## config.mk

```make
export PLATFORM = sky130hd
export DESIGN_NAME = matrix_operand_loader
export DESIGN_NICKNAME = d
export VERILOG_FILES = /design/src/rtl/matrix_pkg.sv /design/src/rtl/matrix_pair_slot.sv /design/src/rtl/matrix_operand_loader.sv
export SDC_FILE = /design/constraint.sdc
export NUM_CORES = 1
export LEC_CHECK = 0
export ABC_CLOCK_PERIOD_IN_PS = 6500
export CAP_MARGIN = 10
export CORE_AREA = 2 2 79 81
export DETAILED_ROUTE_END_ITERATION = 8
export DIE_AREA = 0 0 81 83
export GPL_TIMING_DRIVEN = 0
export PLACE_DENSITY = 0.5
export SLEW_MARGIN = 10
export SYNTH_ARGS = -nofsm -noshare
export SYNTH_HDL_FRONTEND = slang
export SYNTH_SLANG_ARGS = --single-unit
```

## constraint.sdc

```tcl
create_clock -name clk -period 6.5 [get_ports clk]
set_clock_uncertainty 0.05 [all_clocks]
set_input_delay 1.95 -clock clk [delete_from_list [all_inputs] [get_ports clk]]
set_output_delay 1.95 -clock clk [all_outputs]
set_load 0.02 [all_outputs]
```

## src/rtl/matrix_pkg.sv

```systemverilog
// Shared constants and packing helpers for the 2x2 matrix blocks.
// Element order a11..a22 then b11..b22; a11 sits in the MSBs.
package matrix_pkg;

  localparam int ELEM_W_DEF = 2;
  localparam int MAT_ELEMS  = 4;
  localparam int PAIR_ELEMS = 8;
  localparam int IDX_W      = 3;

  localparam logic [IDX_W-1:0] IDX_A11 = 3'd0;
  localparam logic [IDX_W-1:0] IDX_A12 = 3'd1;
  localparam logic [IDX_W-1:0] IDX_A21 = 3'd2;
  localparam logic [IDX_W-1:0] IDX_A22 = 3'd3;
  localparam logic [IDX_W-1:0] IDX_B11 = 3'd4;
  localparam logic [IDX_W-1:0] IDX_B12 = 3'd5;
  localparam logic [IDX_W-1:0] IDX_B21 = 3'd6;
  localparam logic [IDX_W-1:0] IDX_B22 = 3'd7;

  // LSB of element k inside one packed 4-element matrix word.
  function automatic int elem_lsb(
    input int k,
    input int w
  );
    return (MAT_ELEMS - 1 - (k % MAT_ELEMS)) * w;
  endfunction

  // LSB of element k inside the packed {A,B} pair word.
  function automatic int pair_lsb(
    input int k,
    input int w
  );
    int base;
    base = (k < MAT_ELEMS) ? MAT_ELEMS * w : 0;
    return base + elem_lsb(k, w);
  endfunction

endpackage

```

## src/rtl/matrix_pair_slot.sv

```systemverilog
// Registered holding register for one packed A/B pair plus a full flag.
// Ports: clk, rst, load/load_data, set_full, clr_full -> data, full.
module matrix_pair_slot
  import matrix_pkg::*;
#(
  parameter int ELEM_W = ELEM_W_DEF
) (
  input  logic                         clk,
  input  logic                         rst,
  input  logic                         load,
  input  logic [PAIR_ELEMS*ELEM_W-1:0] load_data,
  input  logic                         set_full,
  input  logic                         clr_full,
  output logic [PAIR_ELEMS*ELEM_W-1:0] data,
  output logic                         full
);

  always_ff @(posedge clk) begin
    if (rst) begin
      data <= '0;
      full <= 1'b0;
    end else begin
      if (load) begin
        data <= load_data;
      end
      // set wins so a refill in the draining cycle keeps the slot full
      if (set_full) begin
        full <= 1'b1;
      end else if (clr_full) begin
        full <= 1'b0;
      end
    end
  end

endmodule

```

## src/rtl/matrix_operand_loader.sv

```systemverilog
// Serial-to-parallel loader: 8 elements in, one packed A/B pair out.
// Ports: in_* element stream, out_* pair stream, sync_err resync pulse.
module matrix_operand_loader
  import matrix_pkg::*;
#(
  parameter int ELEM_W = ELEM_W_DEF
) (
  input  logic                  clk,
  input  logic                  rst,
  input  logic                  in_valid,
  output logic                  in_ready,
  input  logic [ELEM_W-1:0]     in_data,
  input  logic                  in_first,
  output logic                  out_valid,
  input  logic                  out_ready,
  output logic [4*ELEM_W-1:0]   out_a,
  output logic [4*ELEM_W-1:0]   out_b,
  output logic                  sync_err
);

  localparam int PW = PAIR_ELEMS * ELEM_W;
  localparam int MW = MAT_ELEMS * ELEM_W;

  logic [IDX_W-1:0] idx_q;
  logic             sync_err_q;

  logic [PW-1:0]    asm_data;
  logic             asm_full;
  logic [PW-1:0]    out_data;
  logic             out_full;

  logic             accept;
  logic             drain;
  logic             resync;
  logic             last;
  logic             asm_done;
  logic             out_free;
  logic             xfer;
  logic [IDX_W-1:0] wr_idx;
  logic [PW-1:0]    asm_next;
  logic [PW-1:0]    xfer_data;
  logic             asm_set;

  assign in_ready = !asm_full;
  assign accept   = in_valid && in_ready;
  assign drain    = out_full && out_ready;

  // in_first mid-pair restarts assembly at a11
  assign resync = accept && in_first && (idx_q != IDX_A11);
  assign last   = accept && !resync && (idx_q == IDX_B22);
  assign wr_idx = resync ? IDX_A11 : idx_q;

  assign asm_done = last || asm_full;
  assign out_free = !out_full || drain;
  assign xfer     = asm_done && out_free;
  assign asm_set  = last && !out_free;

  always_comb begin
    asm_next = asm_data;
    asm_next[pair_lsb(int'(wr_idx), ELEM_W) +: ELEM_W] = in_data;
  end

  // a held pair is already complete; a finishing pair needs its 8th element
  assign xfer_data = asm_full ? asm_data : asm_next;

  always_ff @(posedge clk) begin
    if (rst) begin
      idx_q <= IDX_A11;
    end else if (resync) begin
      idx_q <= IDX_A12;
    end else if (accept) begin
      if (idx_q == IDX_B22) begin
        idx_q <= IDX_A11;
      end else begin
        idx_q <= idx_q + 3'd1;
      end
    end
  end

  always_ff @(posedge clk) begin
    if (rst) begin
      sync_err_q <= 1'b0;
    end else begin
      sync_err_q <= resync;
    end
  end

  matrix_pair_slot #(
    .ELEM_W (ELEM_W)
  ) u_asm_slot (
    .clk       (clk),
    .rst       (rst),
    .load      (accept),
    .load_data (asm_next),
    .set_full  (asm_set),
    .clr_full  (xfer),
    .data      (asm_data),
    .full      (asm_full)
  );

  matrix_pair_slot #(
    .ELEM_W (ELEM_W)
  ) u_out_slot (
    .clk       (clk),
    .rst       (rst),
    .load      (xfer),
    .load_data (xfer_data),
    .set_full  (xfer),
    .clr_full  (drain),
    .data      (out_data),
    .full      (out_full)
  );

  assign out_valid = out_full;
  assign out_a     = out_data[PW-1:MW];
  assign out_b     = out_data[MW-1:0];
  assign sync_err  = sync_err_q;

endmodule

```

* After elaboration in Yosys (flattened, before gate mapping)
Cells that the tools add are included.
** Operators by class
- Add/sub/neg operators :: 4
- Shifts and indexed selects :: 2
- Div/mod/pow operators :: 0
- Multiply operators :: 0
- Reduce and logical (&&, ||, !) cells :: 19
- Mux-type cells :: 11
- Equality and inequality tests :: 1
- Bitwise gates (word level) :: 0
- Magnitude comparators :: 1
** Operators with widths (count)
- $neg 6->33 :: 1
- $shift 2x33->16 const A :: 1
- $shiftx 2x33->16 :: 1
- $bwmux 16 :: 1
- $mux 16 :: 1
- $logic_and 1x1->1 :: 8
- $add 5x4->6 :: 1
- $mux 1 :: 6
- $mux 3 :: 2
- $reduce_bool 2->1 :: 3
- $logic_not 1->1 :: 4
- $mux 4 :: 1
- $add 3x1->3 const B :: 1
- $eq 3x3->1 const B :: 1
- $lt 3x3->1 const B :: 1
- $reduce_bool 3->1 :: 1
- $sub 2x2->3 const A :: 1
- $logic_or 1x1->1 :: 2
- $reduce_or 2->1 :: 1
** Storage, ports and cells
- Bits in latches :: 0
- Logic and storage cells :: 45
- Memories :: 0
- Bits in writable memories :: 0
- Memory bits (read-only) :: 0
- Register bits :: 38
- Output and inout bits :: 19
- Input bits :: 7

* Longest topological paths before layout
- Depth in word-level cells :: 12
- Gate-level depth with buffers :: 15
- Mapped depth without buffers :: 12

* By module
Synthesis repeated with hierarchy kept, for this count alone.
** Unflattened totals
- Cells, all modules :: 211
- Area, all modules :: 2198.4 um2
** By module, submodules not included
- matrix_pair_slot :: instances 2, area each 616.8 um2, cells an instance 56
- matrix_operand_loader :: instances 1, area each 964.7 um2, cells an instance 99

* Worst setup path after synthesis
No wires, ideal clock.
- Path kind :: input to register
- From :: input port in_valid
- To :: register u_asm_slot.data[5]
- Buffers on the path :: 3
- Stages on the path :: 13
- Setup slack :: 1.524 ns
- Arrival :: 4.798 ns
- Cell sequence :: buf_2 -> nor2b_1 -> clkbuf_1 -> a21boi_0 -> ha_1 -> nand2_1 -> nand2_1 -> ha_1 -> or4bb_1 -> clkbuf_1 -> a211oi_2 -> mux2i_1 -> nor2_1
** Between the ends
- Longest elaborated chain between the ends :: 10
** RTL lines
- from (decl) :: line matrix_operand_loader.sv:10 : input logic in_valid,
- $logic_and 1x1->1 (*) :: line matrix_operand_loader.sv:45 : assign accept = in_valid && in_ready;
- $logic_and 1x1->1 (2 in a row) :: line matrix_operand_loader.sv:49 : assign resync = accept && in_first && (idx_q != IDX_A11);
- $mux 3 :: line matrix_operand_loader.sv:51 : assign wr_idx = resync ? IDX_A11 : idx_q;
- $lt 3x3->1 :: line matrix_pkg.sv:33 : base = (k < MAT_ELEMS) ? MAT_ELEMS * w : 0;
- $mux 4 :: line matrix_pkg.sv:33
- $add 5x4->6 :: line matrix_pkg.sv:34 : return base + elem_lsb(k, w);
- $neg 6->33 :: line matrix_operand_loader.sv:60 : asm_next[pair_lsb(int'(wr_idx), ELEM_W) +: ELEM_W] = in_data;
- $shiftx 2x33->16 or $shift 2x33->16 (tied branches) :: line matrix_operand_loader.sv:60
- $bwmux 16 :: line matrix_operand_loader.sv:60
- to (signal assigned) :: line matrix_pair_slot.sv:24 : data <= load_data;
- to (decl) :: line matrix_pair_slot.sv:14 : output logic [PAIR_ELEMS*ELEM_W-1:0] data,
Mark *: on every way between the ends. The rest lies on a longest branch, timed or not.
A chain may end at the register's enable or synchronous reset.

* Worst setup path in the final report
- From :: input port in_first
- To :: register u_out_slot.data[3]
** Between the ends
- Longest elaborated chain between the ends :: 10
** RTL lines
- from (decl) :: line matrix_operand_loader.sv:13 : input logic in_first,
- $logic_and 1x1->1 (*) (2 in a row) :: line matrix_operand_loader.sv:49
- $mux 3 :: line matrix_operand_loader.sv:51
- $lt 3x3->1 :: line matrix_pkg.sv:33
- $mux 4 :: line matrix_pkg.sv:33
- $add 5x4->6 :: line matrix_pkg.sv:34
- $neg 6->33 :: line matrix_operand_loader.sv:60
- $shiftx 2x33->16 or $shift 2x33->16 (tied branches) :: line matrix_operand_loader.sv:60
- $bwmux 16 :: line matrix_operand_loader.sv:60
- $mux 16 :: line matrix_operand_loader.sv:64 : assign xfer_data = asm_full ? asm_data : asm_next;
- to (signal assigned) :: line matrix_pair_slot.sv:24
- to (decl) :: line matrix_pair_slot.sv:14
Marked as above.

==> out/qor.tcl <==
set qor(number_of_antenna_violations_at_the_first_check_in_global_routing) 0
set qor(final.setup.tns_ns) 0
set qor(clk-insertion-delay-late_ns) 0.30
set qor(routed_via_density) 5.45
set qor(via_count_of_the_first_global_routing_pass) 1730
set qor(synthSimpleGateAreaFrac_pct) 23.3
set qor(endpoint_kind) {register}
set qor(power.ir.vdd_worst_mv) 0.0793
set qor(muxShareOfSynthArea_pct) 4.06
set qor(grt_usage_pct) 17.9
set qor(rsz0062_at_grt) {no}
set qor(worst_ep_required_time_ns) 6.65
set qor(synth_top_family_by_area) {compound AO/OA/AOI/OAI gates}
set qor(worst-setup-path-type) {primary input to register}
set qor(cp_top_family) {buffers and inverters}
set qor(upper_clock_frequency_limit_ghz) 0.182
set qor(cts-buffers-inserted) 5
set qor(yosys_warnings) 0
set qor(synth_adder_area_share_pct) 3.17
set qor(synth_top_cells_by_area) {sky130_fd_sc_hd__dfxtp_1 39%, sky130_fd_sc_hd__a311oi_1 5.3%, sky130_fd_sc_hd__nand3_1 4.8%}
set qor(avgSynthCellArea_um2) 8.47
set qor(root_buffer) {sky130_fd_sc_hd__clkbuf_8}
set qor(cts.reportedPaths.clkPinSlew_ns) 0.08
set qor(critical-path-slowest-cell) {sky130_fd_sc_hd__nor4b_1}
set qor(synth_commonest_cells) {38 x sky130_fd_sc_hd__dfxtp_1, 19 x sky130_fd_sc_hd__nand3_1, 19 x sky130_fd_sc_hd__nor3_1, 16 x sky130_fd_sc_hd__clkbuf_1, 16 x sky130_fd_sc_hd__nand2_1}
set qor(synth_xor_area_share_pct) 0
set qor(postCtsSetupBuffers) 0
set qor(routed_wirelength_mm) 5.70
set qor(synthCells) 233
set qor(holdCritPathClass) {register to register}
set qor(synth.lib_cells_used.distinct) 43
set qor(timing.final.crit_share_pct) 84.4
set qor(synthesis.nets) 245
set qor(design_area_um2) 2430
set qor(worstMarginPinSlew_ns) 0.898
set qor(syn_area_um2) 1970
set qor(crit_fanout) 10
set qor(worst_hold_slack_ns) 0.405
set qor(slew_headroom_pct) 39.3
set qor(worst-path-buf-inv) 2
set qor(wl_per_cell_um) 16.9
set qor(fp.coreArea_um2) 5820
set qor(nNetsFinal) 274
set qor(firstDrtPassIters) 4
set qor(port-buffer-count) 22
set qor(cts_hold_buf) 0
set qor(synth-async-reset-ratio_pct) 0
set qor(run_status) {completed}
set qor(post_synthesis_sequential_element_count) 38
set qor(cp_cell_sequence) {clkdlybuf4s50_1, buf_1, a21boi_0, ha_1, nand2_1, nand2_1, ha_1, nor4b_1, o211ai_1, mux2i_1, a211oi_1}
set qor(dr.first_iter.drc_count) 111
set qor(power.static_leakage_nw) 0.795
set qor(max_cap_viol_count) 0
set qor(grt_start_max_net_pins) 13
set qor(synth-seq-area-share_pct) 38.6
set qor(io_pins) 26
set qor(detailedPlacementHpwl_mm) 4.25
set qor(dieWidth_um) 81
set qor(critPathMaxStageDelay_ns) 0.75
set qor(dpl-instance-area_um2) 2290
set qor(maxSlewViolCount) 0
set qor(fillers) 617
set qor(setup_violations) 0
set qor(die_height_um) 83
set qor(synth.largest_area_cell) {sky130_fd_sc_hd__dfxtp_1}
set qor(grt.overflow.total) 0
set qor(final_layout_size_suffix_gt1_share_pct) 7.98
set qor(most_repeated_cell_in_the_gate_level_netlist_after_synthesis) {sky130_fd_sc_hd__dfxtp_1}
set qor(num_rows) 28
set qor(clkSinkCount) 38
set qor(synth_compound_gate_area_share_pct) 25.6
set qor(area_growth_syn_to_layout_pct) 23.1
set qor(synthFlopType) {sky130_fd_sc_hd__dfxtp_1}
set qor(hold_viol_final) 0
set qor(effective_utilization_at_floorplan_pct) 33.9
set qor(cts_htree_levels) 2
set qor(clock_path_buffers) 2
set qor(place.gp.congestion) 0.822
set qor(route.vias.total) 1843
set qor(netlist.area_leader.share_pct) 38.6
set qor(worst_path_arrival_time_ns) 5.64
set qor(min_cycle_time_layout_ns) 5.48
set qor(grt_first_pass_wirelength_mm) 9.23
set qor(power.density_nw_per_um2) 231
set qor(drt_drc_violations_left) 0
set qor(number_of_synthesized_flops_with_an_enable_pin) 0
set qor(startpoint_type) {primary input}
set qor(n_antenna_cell) 0
set qor(postCtsResizedCells) 0
set qor(design.die.area_um2) 6720
set qor(antenna_violating_nets_post_route) 0
set qor(cts_tree) {built}
## stage by stage
stage	total power [mW]	util (%)	std cells	worst slack, ns
3_3_place_gp	0.311	39.3	330	0.834
2_1_floorplan	0.291	-	233	1.52
3_5_place_dp	0.310	39.3	330	0.691
5_1_grt	0.582	41.8	338	0.736
6_report	0.561	41.8	338	1.02
4_1_cts	0.564	41.8	338	1.01
## area by class of cell
class,count,area [um2],area share (%)
plain buffers,22,88.8,3.66
repair buffers,22,220,9.06
well taps,75,93.8,3.86
flip-flops and latches,38,761,31.3
clock inverters,2,60.1,2.47
multi-input cells,169,1110,45.6
inverters,4,15.0,0.618
clock buffers,6,82.6,3.40
## placed cells by master (no fill, tap or decap), types with 5 or more instances in the layout
cell                               n
sky130_fd_sc_hd__nor3_1           19
sky130_fd_sc_hd__clkbuf_8          6
sky130_fd_sc_hd__ha_1              5
sky130_fd_sc_hd__clkdlybuf4s50_1  22
sky130_fd_sc_hd__nand2_1          16
sky130_fd_sc_hd__buf_2             5
sky130_fd_sc_hd__dfxtp_1          38
sky130_fd_sc_hd__nor2_1            7
sky130_fd_sc_hd__nand3_1          19
sky130_fd_sc_hd__clkbuf_1         16
sky130_fd_sc_hd__o21ai_0          15
sky130_fd_sc_hd__a311oi_1         12
sky130_fd_sc_hd__a21oi_1          15
sky130_fd_sc_hd__mux2i_1           8
## sequential cells by signal, summed over array words and instances, names as in the netlist
register,count
idx_q,3
u_out_slot.data,16
sync_err,1
u_asm_slot.full,1
u_asm_slot.data,16
u_out_slot.full,1
## kinds of logic (layout without fill, tap and decap cells)
group	after synthesis	in the layout
AO/OA/AOI/OAI	72	72
adder cells (fa/ha/maj)	5	5
buffers and inverters	26	56
flip-flops	38	38
multiplexers	8	8
AND/OR/NAND/NOR	84	84
## where the power goes
part	internal [mW]	leakage [nW]	switching, mW
registers	0.236	0.307	0.00252
logic	0.0208	0.417	0.0464
clock network	0.164	0.0714	0.0919
## layer usage
layer	vias to the layer above	track usage, %	part of all wire (%)
met5	-	0	0
met4	0	5.55	1.2
met3	5	3.37	2.6
met2	23	27.6	45
met1	864	25.2	51
li1	951	-	-
## final timing paths
| path | startpoint | to | slack, ns | cells after the start |
|---|---|---|---|---|
| worst min register to register | u_asm_slot.data[3] | u_asm_slot.data[3] | 0.41 | 2 |
| worst max-delay path | in_first | u_out_slot.data[3] | 1.02 | 11 |
| worst min-delay path | u_asm_slot.data[3] | u_asm_slot.data[3] | 0.41 | 2 |
| worst max register to register | idx_q[0] | u_out_slot.data[3] | 2.40 | 14 |
## worst reg2reg max path, stage by stage, from the launching register on
cell,delay [ns]
sky130_fd_sc_hd__dfxtp_1,0.37
sky130_fd_sc_hd__buf_2,0.24
sky130_fd_sc_hd__inv_1,0.12
sky130_fd_sc_hd__ha_1,0.22
sky130_fd_sc_hd__nand2b_1,0.07
sky130_fd_sc_hd__clkbuf_1,0.38
sky130_fd_sc_hd__a31oi_1,0.16
sky130_fd_sc_hd__ha_1,0.29
sky130_fd_sc_hd__nand2_1,0.13
sky130_fd_sc_hd__nand2_1,0.06
sky130_fd_sc_hd__ha_1,0.40
sky130_fd_sc_hd__nor4b_1,0.75
sky130_fd_sc_hd__o211ai_1,0.28
sky130_fd_sc_hd__mux2i_1,0.19
sky130_fd_sc_hd__a211oi_1,0.29
No activity file was read; power rests on OpenSTA's default activity.
